[config.mk]
export PLATFORM = sky130hd
export DESIGN_NAME = topk_heap_controller_flat
export DESIGN_NICKNAME = d
export VERILOG_FILES = /design/src/rtl/topk_heap_controller_if.sv /design/src/rtl/topk_heap_controller.sv /design/src/flat_wrapper.sv
export SDC_FILE = /design/constraint.sdc
export NUM_CORES = 1
export LEC_CHECK = 0
export BUFFER_PORTS_ARGS = -buffer_cell sky130_fd_sc_hd__buf_4
export CAP_MARGIN = 5
export CORE_ASPECT_RATIO = 1.25
export CORE_MARGIN = 2
export CORE_UTILIZATION = 53
export DETAILED_ROUTE_END_ITERATION = 10
export PLACE_DENSITY = 0.89
export SLEW_MARGIN = 20
export SYNTH_ARGS = -nofsm -noshare
export SYNTH_HDL_FRONTEND = slang
export SYNTH_SLANG_ARGS = --single-unit
[constraint.sdc]
create_clock -name clk -period 2.9 [get_ports clk]
set_clock_uncertainty 0.1 [all_clocks]
set_input_delay 0.145 -clock clk [delete_from_list [all_inputs] [get_ports clk]]
set_output_delay 0.145 -clock clk [all_outputs]
set_load 0.05 [all_outputs]
[src/rtl/topk_heap_controller_if.sv]
// Host key stream plus level-1 sorting_node handshake bundle for topk_heap_controller.
// slave is the controller's view; master is the host/node-chain view.
interface topk_heap_controller_if #(
  parameter int unsigned WIDTH = 15
);
  logic           in_valid;
  logic [WIDTH:0] in_data;
  logic           in_ready;
  logic           drain_req;
  logic           out_valid;
  logic [WIDTH:0] out_data;
  logic           out_reject;
  logic           out_last;
  logic           busy;
  logic           initialize;
  logic           update_root;
  logic           root_addr;
  logic [WIDTH:0] root_q;
  logic [WIDTH:0] root_data;
  logic           root_wren;

  modport slave (
    input  in_valid, in_data, drain_req, root_data, root_wren,
    output in_ready, out_valid, out_data, out_reject, out_last, busy,
           initialize, update_root, root_addr, root_q
  );

  modport master (
    output in_valid, in_data, drain_req, root_data, root_wren,
    input  in_ready, out_valid, out_data, out_reject, out_last, busy,
           initialize, update_root, root_addr, root_q
  );
endinterface

[src/rtl/topk_heap_controller.sv]
// Top-K heap sequencing controller: owns the root record, clears the node chain and paces sift-down waves.
// Define TOPK_COUNT_EN to add the occupancy counter and zero-fill suppression during drain.
module topk_heap_controller #(
  parameter int unsigned LEVELS      = 2,
  parameter int unsigned WIDTH       = 15,
  parameter int unsigned NODE_PERIOD = 4
) (
  input  logic                 clk,
  input  logic                 rst,
  topk_heap_controller_if.slave bus
`ifdef TOPK_COUNT_EN
  ,
  output logic [LEVELS+1:0]    count
`endif
);

  localparam int unsigned KEY_W        = WIDTH + 1;
  localparam int unsigned CAP          = (32'd1 << (LEVELS + 1)) - 32'd1;
  localparam int unsigned CLEAR_CYCLES = CAP + 1;
  localparam int unsigned TMR_MAX      = (CLEAR_CYCLES > NODE_PERIOD) ? CLEAR_CYCLES : NODE_PERIOD;
  localparam int unsigned TMR_W        = $clog2(TMR_MAX);
  localparam int unsigned IDX_W        = LEVELS + 1;

  typedef enum logic [2:0] {
    S_CLEAR,
    S_INIT,
    S_IDLE,
    S_SIFT,
    S_DRAIN_EMIT,
    S_DRAIN_WAIT
  } state_t;

  state_t           state;
  logic [TMR_W-1:0] tmr;
  logic [IDX_W-1:0] emit_idx;
  logic [KEY_W-1:0] root;
  logic [KEY_W-1:0] out_data_q;
  logic             ready_q;
  logic             out_valid_q;
  logic             out_reject_q;
  logic             out_last_q;
  logic             busy_q;
  logic             init_q;
  logic             update_q;
  logic             show_c;
  logic             last_emit_c;

`ifdef TOPK_COUNT_EN
  localparam int unsigned CNT_W = LEVELS + 2;
  logic [CNT_W-1:0] count_q;

  // Zero-fill entries drain first, so only the last count_q emits carry real keys.
  assign show_c = (CNT_W'(emit_idx) + count_q) >= CNT_W'(CAP);
  assign count  = count_q;
`else
  assign show_c = 1'b1;
`endif

  assign last_emit_c = (emit_idx == IDX_W'(CAP - 1));

  // drain_req wins over a same-cycle key, so it also withdraws ready.
  assign bus.in_ready    = ready_q & ~bus.drain_req;
  assign bus.out_valid   = out_valid_q;
  assign bus.out_data    = out_data_q;
  assign bus.out_reject  = out_reject_q;
  assign bus.out_last    = out_last_q;
  assign bus.busy        = busy_q;
  assign bus.initialize  = init_q;
  assign bus.update_root = update_q;
  assign bus.root_addr   = 1'b0;
  assign bus.root_q      = root;

  always_ff @(posedge clk) begin
    if (rst) begin
      state        <= S_CLEAR;
      tmr          <= '0;
      emit_idx     <= '0;
      root         <= '0;
      out_data_q   <= '0;
      ready_q      <= 1'b0;
      out_valid_q  <= 1'b0;
      out_reject_q <= 1'b0;
      out_last_q   <= 1'b0;
      busy_q       <= 1'b1;
      init_q       <= 1'b0;
      update_q     <= 1'b0;
`ifdef TOPK_COUNT_EN
      count_q      <= '0;
`endif
    end else begin
      out_valid_q  <= 1'b0;
      out_reject_q <= 1'b0;
      out_last_q   <= 1'b0;
      init_q       <= 1'b0;
      update_q     <= 1'b0;

      // Sift-down write-back from level 1; overridden below where the controller owns the root.
      if (bus.root_wren && (state != S_CLEAR)) begin
        root <= bus.root_data;
      end

      case (state)
        S_CLEAR: begin
          root    <= '0;
          ready_q <= 1'b0;
          busy_q  <= 1'b1;
`ifdef TOPK_COUNT_EN
          count_q <= '0;
`endif
          if (tmr == TMR_W'(CLEAR_CYCLES - 1)) begin
            tmr    <= '0;
            init_q <= 1'b1;
            state  <= S_INIT;
          end else begin
            tmr <= tmr + TMR_W'(1);
          end
        end

        S_INIT: begin
          ready_q <= 1'b1;
          busy_q  <= 1'b0;
          state   <= S_IDLE;
        end

        S_IDLE: begin
          if (bus.drain_req) begin
            ready_q  <= 1'b0;
            busy_q   <= 1'b1;
            emit_idx <= '0;
            state    <= S_DRAIN_EMIT;
          end else if (bus.in_valid) begin
            out_valid_q <= 1'b1;
            if (bus.in_data > root) begin
              root       <= bus.in_data;
              out_data_q <= root;
              update_q   <= 1'b1;
              ready_q    <= 1'b0;
              busy_q     <= 1'b1;
              tmr        <= '0;
              state      <= S_SIFT;
`ifdef TOPK_COUNT_EN
              if (count_q != CNT_W'(CAP)) begin
                count_q <= count_q + CNT_W'(1);
              end
`endif
            end else begin
              out_data_q   <= bus.in_data;
              out_reject_q <= 1'b1;
            end
          end
        end

        S_SIFT: begin
          if (tmr == TMR_W'(NODE_PERIOD - 1)) begin
            tmr     <= '0;
            ready_q <= 1'b1;
            busy_q  <= 1'b0;
            state   <= S_IDLE;
          end else begin
            tmr <= tmr + TMR_W'(1);
          end
        end

        S_DRAIN_EMIT: begin
          // An all-ones root sinks to the bottom, pulling the next minimum up.
          out_valid_q <= show_c;
          out_last_q  <= last_emit_c & show_c;
          out_data_q  <= root;
          root        <= '1;
          update_q    <= 1'b1;
          tmr         <= '0;
          state       <= S_DRAIN_WAIT;
        end

        S_DRAIN_WAIT: begin
          if (tmr == TMR_W'(NODE_PERIOD - 1)) begin
            tmr <= '0;
            if (last_emit_c) begin
              state <= S_CLEAR;
            end else begin
              emit_idx <= emit_idx + IDX_W'(1);
              state    <= S_DRAIN_EMIT;
            end
          end else begin
            tmr <= tmr + TMR_W'(1);
          end
        end

        default: begin
          tmr   <= '0;
          state <= S_CLEAR;
        end
      endcase
    end
  end

endmodule

[src/flat_wrapper.sv]
// flat-port wrapper written by rule: the top's interface ports become plain ports
module topk_heap_controller_flat 
#(
  parameter int unsigned LEVELS      = 2,
  parameter int unsigned WIDTH       = 15,
  parameter int unsigned NODE_PERIOD = 4
)
  (clk, rst, bus_in_valid, bus_in_data, bus_drain_req, bus_root_data, bus_root_wren, bus_in_ready, bus_out_valid, bus_out_data, bus_out_reject, bus_out_last, bus_busy, bus_initialize, bus_update_root, bus_root_addr, bus_root_q);
  topk_heap_controller_if #(.WIDTH(WIDTH)) bus_i ();
  input  logic clk;
  input  logic rst;
  input wire logic [$bits(bus_i.in_valid)-1:0] bus_in_valid;
  input wire logic [$bits(bus_i.in_data)-1:0] bus_in_data;
  input wire logic [$bits(bus_i.drain_req)-1:0] bus_drain_req;
  input wire logic [$bits(bus_i.root_data)-1:0] bus_root_data;
  input wire logic [$bits(bus_i.root_wren)-1:0] bus_root_wren;
  output wire logic [$bits(bus_i.in_ready)-1:0] bus_in_ready;
  output wire logic [$bits(bus_i.out_valid)-1:0] bus_out_valid;
  output wire logic [$bits(bus_i.out_data)-1:0] bus_out_data;
  output wire logic [$bits(bus_i.out_reject)-1:0] bus_out_reject;
  output wire logic [$bits(bus_i.out_last)-1:0] bus_out_last;
  output wire logic [$bits(bus_i.busy)-1:0] bus_busy;
  output wire logic [$bits(bus_i.initialize)-1:0] bus_initialize;
  output wire logic [$bits(bus_i.update_root)-1:0] bus_update_root;
  output wire logic [$bits(bus_i.root_addr)-1:0] bus_root_addr;
  output wire logic [$bits(bus_i.root_q)-1:0] bus_root_q;
  assign bus_i.in_valid = bus_in_valid;
  assign bus_i.in_data = bus_in_data;
  assign bus_i.drain_req = bus_drain_req;
  assign bus_i.root_data = bus_root_data;
  assign bus_i.root_wren = bus_root_wren;
  assign bus_in_ready = bus_i.in_ready;
  assign bus_out_valid = bus_i.out_valid;
  assign bus_out_data = bus_i.out_data;
  assign bus_out_reject = bus_i.out_reject;
  assign bus_out_last = bus_i.out_last;
  assign bus_busy = bus_i.busy;
  assign bus_initialize = bus_i.initialize;
  assign bus_update_root = bus_i.update_root;
  assign bus_root_addr = bus_i.root_addr;
  assign bus_root_q = bus_i.root_q;
  topk_heap_controller #(.LEVELS(LEVELS), .WIDTH(WIDTH), .NODE_PERIOD(NODE_PERIOD)) u_core (.clk(clk), .rst(rst), .bus(bus_i));
endmodule
== Yosys cells after proc, flatten, opt, wreduce, memory -nomap -nowiden ==
Index checks and enable logic that the tools add are counted.
Widths: inputs -> output; s select.
Word-level totals
  output and inout bits: 40
  memories: 0
  bits in writable memories: 0
  register bits: 48
  latch bits: 0
  ROM bits: 0
Operators by class
  div/mod/pow operators: 0
  shift-type cells: 0
  multiplexer cells: 46
  reductions and logical operators: 15
  bitwise logic cells: 7
  multiply operators: 0
  $lt $le $gt $ge: 1
  add/sub/neg operators: 2
  eq/ne operators: 18
Operator list (count)
  $mux 16: 7
  $pmux 16 s3: 1
  $mux 3: 15
  $pmux 16 s2: 1
  $pmux 3 s6: 1
  $gt 16x16->1: 1
  $mux 1: 15
  $eq 3x3->1 const B: 4
  $pmux 3 s4: 1
  $reduce_and 4->1: 3
  $eq 3x2->1 const B: 3
  $ne 2x1->1 const B: 4
  $ne 2x2->1 const B: 4
  $pmux 1 s4: 2
  $add 3x1->3 const B: 2
  $not 1->1: 6
  $pmux 3 s2: 1
  $reduce_or 2->1: 3
  $reduce_and 5->1: 1
  $pmux 1 s2: 2
  $reduce_bool 2->1: 2
  $reduce_bool 4->1: 1
  $reduce_or 4->1: 1
  $eq 3x1->1 const B: 1
  7 further kinds: 7

== Logic depth before layout (Yosys ltp) ==
  depth in word-level cells: 7
  mapped depth: 10

== Worst setup path before layout ==
No wires, ideal clock.
  path kind: flip-flop to flip-flop
  start: register u_core.root[15], in the netlist u_core.bus.root_q[15]
  end: register u_core.tmr[1]
  data arrival time: 2.641 ns
  cell stages (with the launch flop): 10
  slack: 0.042 ns
  setup time: 0.117 ns
  path through: dfxtp_1 -> inv_1 -> ha_1 -> nand4_2 -> or4_4 -> a21o_1 -> a31o_1 -> buf_6 -> o21a_1 -> a22o_1
On the way
  word-level cells in the longest chain between the ends: 3
RTL lines
  from (decl): RTL line topk_heap_controller.sv:36  | logic [KEY_W-1:0] root;
  from (signal assigned): RTL line topk_heap_controller.sv:99  | root <= bus.root_data;
  from (signal assigned): RTL line topk_heap_controller.sv:134  | root <= bus.in_data;
  $gt 16x16->1: RTL line topk_heap_controller.sv:133  | if (bus.in_data > root) begin
  $ne 2x1->1 (no line)
  $reduce_and 4->1 (no line)
  to (signal assigned): RTL line topk_heap_controller.sv:115  | tmr <= tmr + TMR_W'(1);
  to (signal assigned): RTL line topk_heap_controller.sv:160  | tmr <= tmr + TMR_W'(1);
  to (signal assigned): RTL line topk_heap_controller.sv:185  | tmr <= tmr + TMR_W'(1);
  to (decl): RTL line topk_heap_controller.sv:34  | logic [TMR_W-1:0] tmr;
No other way between the ends.
A chain may end at the register's enable or synchronous reset.

== Worst setup path in the final report ==
  start: register u_core.root[15], in the netlist u_core.bus.root_q[15]
  end: register u_core.out_data_q[10], in the netlist u_core.bus.out_data[10]
On the way
  word-level cells in the longest chain between the ends: 5
RTL lines
  $gt 16x16->1: RTL line topk_heap_controller.sv:133
  $mux 16: RTL line topk_heap_controller.sv:133
  $mux 16: RTL line topk_heap_controller.sv:131  | end else if (bus.in_valid) begin
  $mux 16: RTL line topk_heap_controller.sv:126  | if (bus.drain_req) begin
  $pmux 16 s2: RTL line topk_heap_controller.sv:102  | case (state)
  to (signal assigned): RTL line topk_heap_controller.sv:135  | out_data_q <= root;
  to (signal assigned): RTL line topk_heap_controller.sv:147  | out_data_q <= bus.in_data;
  to (signal assigned): RTL line topk_heap_controller.sv:168  | out_data_q <= root;
  to (decl): RTL line topk_heap_controller.sv:37  | logic [KEY_W-1:0] out_data_q;
No other way between the ends. The select of a mux whose other input is x is not followed.

==> metrics <==
ANT nets after route=0; max_cap viols=0; yosys warns=0; final hold violations=0; slew margin rel.=43.8%; DRT Pass-1 Iters=4; Max Freq=0.367 GHz; met1 Track Usage GR=30.0%; logic gate share of total power=63.1%; DR vias/cell=5.86; WP data required=3.05 ns; Top FF cell, synth=dfxtp_1; R2R Setup Slk=0.17 ns; crit path max fanout=17; Antenna Cells=0; CP Data Arrival Time=2.87 ns; most common cell after layout, fill and taps aside=buf_4; Synth Register Bits=48; grt met2 use=43.7%; asr flop ratio synth=0%; clock root cell=clkbuf_8; input/output buffers=75; final wirelength=7.36 mm; Yosys top cell area share=34.0%; Worst-Skew Late Latency=0.30 ns; max-slew violation count=0; dominant cells by area after synthesis=dfxtp_1 34%, ha_1 9.7%, nor2_1 8.2%; final setup fails=0; worst slew pin tran=0.841 ns; Synth Cell Area=2820 sq um; Tmin final=2.73 ns; grt peak-use layer=met2; vias in the first global route=2549; TritonCTS Buffers=5; Overflow after GRT=0; Total Power=4180 uW; CP endpoint kind=flip-flop; Hold Crit Class=input port to flip-flop; Seq pwr share=25.8%; WHS=0.0317 ns; grt met3 use=3.88%; Sw Ratio=49.3%; first-pass GRT wire length=12.1 mm; Post-synth EDFFs=0; # rows=29; Cells after Synth=322; most frequent cells in the layout=80 x buf_4, 62 x nor2_1, 48 x dfxtp_1; DRT iter0 DRCs=212; CTS tree=done; power density cells=1170 nW/um^2; fillers=414; Internal=2120 uW; Lkg Pwr=0.00164 uW; Clock Power Share=11.1%; clock tree buffer depth=2; synth unique cells=47; Reg clk slew, reported paths=0.09 ns; Die Y=85.6 um; routed via count=2662; Placed Cells=445; post-synthesis sequential area ratio=34.0%; kind of critical path=flip-flop to flip-flop; Tcrit/Tclk final=94.1%; largest net degree at the start of global routing=35; die width=69.3 um; cell taking the most area after synthesis=dfxtp_1; setup TNS=0 ns; die area=5930 sq um; HPWL Detailed=5.15 mm; area delta synth->final=25.9%; layout cells sized above 1=30.1%; initial antenna violation count=0; initial core utilization=55.2%; Nets=452; sw power=2060 uW; post-DR wirelength/cell=16.2 um; RSZ-0062 raised after global routing=false; core region area=5120 sq um; clk sink count=48; IO Pins=77; H-tree lvl count=2; syn avg cell area=8.77 sq um; Max IR drop VDD=0.000592 V; status=completed; CP Launch Type=flip-flop; gpl congestion=0.883; gr usage total=24.6%; DRC=0; Post-Syn Nets=381; Post-Layout Cell Count=454
==> power groups by stage <==
stage / clock (uW) / combinational, uW / sequential (uW)
global route: 495 / 2830 / 1110
global placement: 0 / 2490 / 1080
detailed placement: 0 / 2560 / 1090
finish: 464 / 2640 / 1080
floorplan: 0 / 1310 / 1650
CTS: 466 / 2590 / 1070
==> stage by stage <==
step | utilization (%) | area [sq um] | worst slack (ns)
detailed placement | 66.6 | 3410 | -0.0586
finish | 69.5 | 3560 | 0.172
CTS | 68.9 | 3520 | 0.0869
global placement | 66.6 | 3410 | 0.0170
global route | 69.5 | 3560 | 0.00949
floorplan | - | 2820 | 0.0423
==> cell type report <==
class | count | area (sq um) | share of cell area [%]
clock buffers | 5 | 68.8 | 1.94
inverters | 24 | 90.1 | 2.53
clock inverters | 1 | 30.0 | 0.844
multi-input cells | 231 | 1680 | 47.2
flip-flops and latches | 48 | 961 | 27.0
well taps | 62 | 77.6 | 2.18
repair buffers | 83 | 651 | 18.3
==> Yosys cell counts, drive strengths merged (2+ instances only) <==
cell type / n
o221a: 16
xnor2: 3
ha: 22
dfxtp: 48
nor2: 62
inv: 24
clkbuf: 10
a21oi: 15
nand4: 3
nand2b: 2
nor3b: 2
a211oi: 2
nor3: 7
o21ai: 7
buf: 9
nor2b: 6
or2: 2
mux2i: 16
a31oi: 4
mux2: 16
o21a: 2
o22ai: 16
a22o: 2
a221oi: 3
nand2: 10
==> registers in the layout, indices dropped and copies added, names as in the netlist <==
register,count
u_core.emit_idx,3
u_core.bus.out_data,16
u_core.bus.out_reject,1
u_core.bus.busy,1
u_core.bus.update_root,1
u_core.ready_q,1
u_core.bus.initialize,1
u_core.tmr,3
u_core.bus.out_last,1
u_core.bus.out_valid,1
u_core.state,3
u_core.bus.root_q,16
==> worst max-delay path, stage by stage (launching register included) <==
cell and delay, ns:
dfxtp_1 0.40, inv_1 0.06, ha_1 0.31, nand4_2 0.15
or4_4 0.58, a21o_1 0.20, a31oi_1 0.28, nand3b_4 0.36
o221a_2 0.22
==> final timing paths <==
| path | end | depth (start not counted) | startpoint |
|---|---|---|---|
| worst max-delay path | u_core.bus.out_data[10]$_SDFFE_PP0P_ | 8 | u_core.bus.root_q[15]$_SDFF_PP0_ |
| worst min-delay path | u_core.bus.out_data[15]$_SDFFE_PP0P_ | 2 | bus_in_data[15] |
| worst max register to register | u_core.bus.out_data[10]$_SDFFE_PP0P_ | 8 | u_core.bus.root_q[15]$_SDFF_PP0_ |
| worst min register to register | u_core.ready_q$_SDFFE_PP0P_ | 2 | u_core.ready_q$_SDFFE_PP0P_ |
==> cells by family (layout without fill, tap and decap cells) <==
group	count (synthesis)	after routing	synth area share, %
simple gates	99	99	16.3
compound gates	74	74	19.8
flops	48	48	34.0
buf+inv	43	113	7.00
mux	32	32	12.1
fa+ha+maj	22	22	9.75
xor+xnor	3	3	0.931
other cells	1	1	0.133
==> per-layer routing <==
metal / share of wire, % / wire length (um)
met5: 0 / 0
met4: 1.8 / 136
met3: 5.7 / 417
met2: 52 / 3830
met1: 40 / 2980
==> timing repair <==
item,in CTS,in global routing
endpoints found under the setup margin,16,18
hold buffers,1,0
buffers inserted,0,2
resized for setup,1,1
pin swaps,0,1
hold endpoints to repair,2,0
Power figures use the tool's default switching activity.
